File: src/rtl/ps2_kbd_ctrl.sv
// rtl/ps2_kbd_ctrl.sv - PS/2 set-2 scan-code decoder with shift tracking, repeat suppression and event FIFO
module ps2_kbd_ctrl #(
    parameter int FIFO_DEPTH = 8,
    parameter int ADDR_W     = 3
) (
    input  logic              clk,
    input  logic              reset,
    input  logic              scan_valid,
    input  logic [7:0]        scan_code,
    input  logic              rd_en,
    input  logic              clr_ovf,
    output logic              evt_valid,
    output logic [15:0]       evt_data,
    output logic [ADDR_W:0]   fifo_count,
    output logic              overflow,
    output logic              shift_held
);
    typedef enum logic [1:0] {IDLE, EXT, BRK, EXT_BRK} state_t;

    localparam logic [ADDR_W:0] DEPTH_C = (ADDR_W+1)'(FIFO_DEPTH);

    state_t              state;
    logic                lshift, rshift;
    logic                rep_valid;
    logic [8:0]          rep_key;
    logic [15:0]         mem [FIFO_DEPTH];
    logic [ADDR_W-1:0]   wr_ptr, rd_ptr;
    logic [ADDR_W:0]     count;
    logic                ovf_q;

    logic        is_e0, is_f0, is_err, emit, ev_ext, ev_brk;
    logic        lshift_nxt, rshift_nxt, is_repeat, push, pop, full, do_push, drop;
    logic [8:0]  key;
    logic [15:0] ev_word;

    assign is_e0   = (scan_code == 8'hE0);
    assign is_f0   = (scan_code == 8'hF0);
    assign is_err  = (scan_code == 8'h00) || (scan_code == 8'hFF);
    assign ev_ext  = (state == EXT) || (state == EXT_BRK);
    assign ev_brk  = (state == BRK) || (state == EXT_BRK);
    assign emit    = scan_valid & ~is_e0 & ~is_f0 & ~is_err;
    assign key     = {ev_ext, scan_code};

    // Event shift bit reflects the shift state after this event is applied
    assign lshift_nxt = (emit && key == 9'h012) ? ~ev_brk : lshift;
    assign rshift_nxt = (emit && key == 9'h059) ? ~ev_brk : rshift;
    assign ev_word    = {ev_brk, ev_ext, lshift_nxt | rshift_nxt, 5'd0, scan_code};

    assign is_repeat = ~ev_brk & rep_valid & (rep_key == key);
    assign push      = emit & ~is_repeat;
    assign full      = (count == DEPTH_C);
    assign pop       = rd_en & (count != '0);
    assign do_push   = push & (~full | pop);
    assign drop      = push & full & ~pop;

    always_ff @(posedge clk) begin
        if (reset) begin
            state     <= IDLE;
            lshift    <= 1'b0;
            rshift    <= 1'b0;
            rep_valid <= 1'b0;
            rep_key   <= '0;
            wr_ptr    <= '0;
            rd_ptr    <= '0;
            count     <= '0;
            ovf_q     <= 1'b0;
        end else begin
            if (scan_valid) begin
                case (state)
                    IDLE:    state <= is_e0 ? EXT : (is_f0 ? BRK : IDLE);
                    EXT:     state <= is_e0 ? EXT : (is_f0 ? EXT_BRK : IDLE);
                    BRK:     state <= is_e0 ? EXT : (is_f0 ? BRK : IDLE);
                    EXT_BRK: state <= is_e0 ? EXT : (is_f0 ? EXT_BRK : IDLE);
                    default: state <= IDLE;
                endcase
            end
            lshift <= lshift_nxt;
            rshift <= rshift_nxt;
            if (emit) begin
                if (ev_brk) begin
                    if (rep_valid && rep_key == key)
                        rep_valid <= 1'b0;
                end else if (!is_repeat) begin
                    rep_key   <= key;
                    rep_valid <= 1'b1;
                end
            end
            if (do_push)
                wr_ptr <= wr_ptr + 1'b1;
            if (pop)
                rd_ptr <= rd_ptr + 1'b1;
            case ({do_push, pop})
                2'b10:   count <= count + 1'b1;
                2'b01:   count <= count - 1'b1;
                default: count <= count;
            endcase
            if (drop)
                ovf_q <= 1'b1;
            else if (clr_ovf)
                ovf_q <= 1'b0;
        end
    end

    // When full, a simultaneous pop frees the slot being overwritten
    always_ff @(posedge clk) begin
        if (!reset && do_push)
            mem[wr_ptr] <= ev_word;
    end

    assign evt_valid  = (count != '0);
    assign evt_data   = evt_valid ? mem[rd_ptr] : 16'h0000;
    assign fifo_count = count;
    assign overflow   = ovf_q;
    assign shift_held = lshift | rshift;
endmodule

File: config.mk
export PLATFORM = sky130hd
export DESIGN_NAME = ps2_kbd_ctrl
export DESIGN_NICKNAME = d
export VERILOG_FILES = /design/src/rtl/ps2_kbd_ctrl.sv
export SDC_FILE = /design/constraint.sdc
export NUM_CORES = 1
export LEC_CHECK = 0
export CAP_MARGIN = 30
export CORE_UTILIZATION = 64
export DETAILED_ROUTE_END_ITERATION = 8
export DONT_BUFFER_PORTS = 1
export GPL_TIMING_DRIVEN = 0
export PLACE_DENSITY = 0.81
export REMOVE_ABC_BUFFERS = 1
export SYNTH_ARGS = -nofsm -noshare
export SYNTH_HDL_FRONTEND = slang
export SYNTH_SLANG_ARGS = --single-unit
File: constraint.sdc
create_clock -name clk -period 6.2 [get_ports clk]
set_input_delay 1.55 -clock clk [delete_from_list [all_inputs] [get_ports clk]]
set_output_delay 1.55 -clock clk [all_outputs]
set_load 0.03 [all_outputs]
# ---- Yosys cells after proc, flatten, opt, wreduce, memory -nomap -nowiden
# Memory sizes are Yosys's and may differ from the RTL's. A register that Yosys moved wholly into a read port is not among the register bits.
# Cells that the tools add are included.
# Widths: inputs -> output; s select.
dict set report op_classes {
  addsub 4
  n_mux 18
  n_reduce_logical 17
  eq_ne 14
  n_bitwise 20
}
# operator n
set op_table {}
lappend op_table {{$eq 8x8->1 const B} 3}
lappend op_table {{$mux 16} 1}
lappend op_table {{$and 1x1->1} 10}
lappend op_table {{$eq 9x5->1 const B} 1}
lappend op_table {{$eq 9x7->1 const B} 1}
lappend op_table {{$eq 9x9->1} 1}
lappend op_table {{$mux 1} 9}
lappend op_table {{$logic_not 8->1} 1}
lappend op_table {{$mux 2} 4}
lappend op_table {{$pmux 4 s2} 1}
lappend op_table {{$not 1->1} 7}
lappend op_table {{$add 3x1->3 const B} 2}
lappend op_table {{$eq 2x2->1 const B} 3}
lappend op_table {{$mux 3} 2}
lappend op_table {{$reduce_and 3->1} 2}
lappend op_table {{$add 4x1->4 const B} 1}
lappend op_table {{$eq 2x1->1 const B} 2}
lappend op_table {{$eq 4x4->1 const B} 1}
lappend op_table {{$logic_and 1x1->1} 4}
lappend op_table {{$pmux 2 s2} 1}
lappend op_table {{$reduce_bool 2->1} 2}
lappend op_table {{$reduce_bool 4->1} 1}
lappend op_table {{$reduce_or 2->1} 2}
lappend op_table {{$sub 4x1->4 const B} 1}
lappend op_table {{6 further kinds} 10}
dict set report word_totals {
  ram_bits 88
  n_memories 1
  ff_bits 25
  word_cells 83
  output_inout_bits 23
  inputBits 13
}
# name words width rd rd_ports_with_merged_regs wr line
set mem_list {}
lappend mem_list {mem 8 11 1 1 1 26} ;# logic [15:0] mem [FIFO_DEPTH];

# ---- Depth between registers and ports, before layout
dict set report logic_depth {
  ltp_word 11
  depth_mapped 11
  depth_no_buf 10
}

# ---- Least setup slack after synthesis
# Ideal clock, no wire load.
dict set report synth_timing {
  path_kind {input port to flip-flop}
  start {input port scan_code[4]}
  end {memory mem[0][0] (netlist name) (enable)}
  arrival_ns 3.638
  slack_ns 2.150
  t_required_ns 5.788
  path_stages 6
  setup_ns 0.412
  cell_sequence {buf_2 -> nor4_1 -> o21ai_2 -> o311a_2 -> nand3_2 -> nor4b_1}
}
dict set report synth_between {
  elab_chain_len 10
}
# element line
set synth_rtl {}
lappend synth_rtl {{from (decl)} 9} ;# input logic [7:0] scan_code,
lappend synth_rtl {{$eq 8x8->1} 36} ;# assign is_e0 = (scan_code == 8'hE0);
lappend synth_rtl {{$not 1->1} 41} ;# assign emit = scan_valid & ~is_e0 & ~is_f0 & ~is_err;
lappend synth_rtl {{$and 1x1->1 (3 in series)} 41}
lappend synth_rtl {{$and 1x1->1 *} 50} ;# assign push = emit & ~is_repeat;
lappend synth_rtl {{$and 1x1->1 *} 53} ;# assign do_push = push & (~full | pop);
lappend synth_rtl {{$logic_and 1x1->1 *} 106} ;# if (!reset && do_push)
lappend synth_rtl {{$mux 1 *} 106}
lappend synth_rtl {{$mux 1 (implied by the code) *} 107} ;# mem[wr_ptr] <= ev_word;
lappend synth_rtl {{to (decl)} 26}
# Mark *: on every way between the ends. The rest lies on a longest branch, timed or not.

==> out/results.ini <==
[route]
drt-total-wl_mm=9.93
vias=2793
ant_nets=0
wire_per_inst_um=22.3
route.detailed.drc=0
drtIter0Drc=271
drt-pass1-iter-count=4
viasPerCell=6.26

[sta]
rsz0062_at_grt=false
relSlewSlack_pct=31.9
final.period_utilization_pct=62.0
final-hold-violation-count=0
min_period_ns=3.84
skew_ns=0.00896
max_freq_mhz=260
worst_slack_ns=2.36
holdWs_ns=0.471
drv_slew=0
worst_slew_pin_slew_ns=1.01
setup_viol=0
finalSetupTns_ns=0

[clocking]
clk_pin_slew_ns=0.06
clockBufferDepth=2
post-cts-setup-buffers=0
cts_max_level=4
cts_hold_buf=0
cts_made_buffers=17
clock_sinks=116
insertion_delay_ns=0.50
root_buffer=clkbuf_8
cts-resized-gates=0
cts_tree=done

[yosys]
synthDistinctLibCells=49
ys_dominant_reg_cell=edfxtp_1
synth-xor-area-share_pct=2.49
synth_top_area_cell=edfxtp_1
yosys.area_share.adder_pct=0.763
yosysSeqAreaShare_pct=65.1
synthCells=319
async_flop_share_pct=0
avgSynthCellArea_um2=15.4
synth_top_area_share_pct=53.7
synth_top_family_by_area=multiplexers
yosysWarnings=0
synth_edf_count=88
syn_area_um2=4920
ys_ff_latch=116
synth_area_leaders=edfxtp_1 54%, dfxtp_1 11%, mux4_2 10%
synth_simple_gate_area_share_pct=10.9
synth-compound-area-share_pct=3.26
synth.mux.area_fraction_pct=15.1

[grt]
gr-total-overflow=0
antenna_found_initial=0
track_usage_pct=27.6
grt_pass1_vias=2634
grt_pass1_wl_mm=14.9
grt_max_degree=32

[critical_path]
cp.required_ns=4.65
critPathCaptureType=output port
r2r-start=fifo_count[0]$_SDFFE_PP0P_
critPathMaxFanout=22
critical_path_class=reg -> out
r2r-end=fifo_count[2]$_SDFFE_PP0P_
rrSetupSlack_ns=3.42
cp-start-kind=register
cp_data_arrival_time_ns=2.29
rr_worst_depth=9

[placement]
dp_cells=414
dp_slack_ns=2.31
place_hpwl_mm=6.32
portBuffers=0
gp_congestion=0.801

[hold_path]
holdPathEnd=rd_ptr[1]$_SDFFE_PP0N_
min_path_cells=2
hold_start=rd_ptr[1]$_SDFFE_PP0N_
hp-class=reg -> reg

[layout]
area_delta_synth_final_pct=15.6
final_nets=350
antenna_cells=0
fin_cells=446
final_layout_size_suffix_gt1_share_pct=25.1

[floorplan]
dieHeight_um=89.7
chipWidth_um=89.7
initial_utilization_pct=67.1
dieArea_um2=8040
fp.coreArea_um2=7330
io_pins=36
num_rows=31

[power]
power_leakage_nw=1.92
irDropWorstVdd_uv=236
powerDensity_nw_per_um2=367

[run_status]
status=finished clean

[run]
max_cap_viol_count=0

==> area by class of cell <==
class,count,area (um2)
flip-flops and latches,116,3200
multi-input cells,184,1650
fillers,385,1640
clock buffers,17,414
clock inverters,15,165
well taps,99,124
repair buffers,11,116
inverters,4,15.0
==> power breakdown <==
part / internal (mW) / total (mW) / switching (mW) / leakage (nW)
combinational: 0.103 / 0.245 / 0.142 / 0.638
clock: 0.605 / 0.935 / 0.330 / 0.266
sequential: 0.858 / 0.910 / 0.0516 / 1.01
==> synth_stat cells, types with 2 or more instances <==
master	n
nor2_1	35
nand3_1	4
ha_1	3
a21oi_2	3
xnor2_1	2
and2_1	2
inv_1	4
clkbuf_1	10
nor3_2	2
nor2b_1	3
edfxtp_1	88
nand4_1	2
mux4_2	22
nand3b_1	3
nor4_1	4
nor4_2	4
o21ai_1	2
a21oi_1	6
nand2_1	13
xor2_1	12
buf_2	3
nor3_1	8
dfxtp_1	28
buf_4	5
mux2i_1	22
nand2b_1	6
==> critical path, stage by stage, from the launching register on <==
cell	delay, ns
dfxtp_2	0.84
mux4_2	0.59
mux2i_1	0.18
nor2_1	0.18
==> layer usage <==
metal	track usage (%)	part of all wire, %
met3	8.50	7.9
met1	34.7	39
met2	45.0	52
met4	11.4	1.6
met5	0	0
==> cell usage in the layout (no fill, tap or decap), types with 6 or more instances in the layout <==
| cell type | instances |
|---|---|
| edfxtp_1 | 88 |
| nor2_1 | 35 |
| dfxtp_1 | 27 |
| mux4_2 | 22 |
| mux2i_1 | 22 |
| clkbuf_16 | 16 |
| nand2_1 | 13 |
| xor2_1 | 12 |
| buf_6 | 7 |
| nor4_2 | 6 |
| nand2b_1 | 6 |
| a21oi_1 | 6 |
==> state kept, by name, summed over array words and instances (netlist names), 2 cells and up, named ones only <==
signal      cells
mem            88
wr_ptr          3
state           2
rep_key         9
fifo_count      4
rd_ptr          3
==> worst max-delay path by stage <==
stage | from | to | cells after the start
5_1_grt | register | evt_data[5] | 3
3_5_place_dp | scan_code[7] | mem[2][2]$_DFFE_PP_ | 6
2_1_floorplan | scan_code[7] | mem[0][0]$_DFFE_PP_ | 5
4_1_cts | register | evt_data[5] | 3
6_report | register | evt_data[5] | 3
3_3_place_gp | scan_code[7] | mem[0][8]$_DFFE_PP_ | 5
==> kinds of logic after synthesis <==
family | Yosys count
flops | 116
compound gates | 20
other cells | 1
xor+xnor | 14
buf+inv | 23
simple gates | 96
fa+ha+maj | 3
mux | 46
==> metrics by stage <==
stage / cell area [um2] / power [mW] / util [%]
after floorplan: 4830 / 1.12 / -
after global placement: 4960 / 1.15 / 67.6
after detailed placement: 5110 / 1.17 / 69.7
after CTS: 5690 / 2.10 / 77.6
after global routing: 5690 / 2.16 / 77.6
final: 5690 / 2.09 / 77.6
Power figures use the tool's default switching activity.
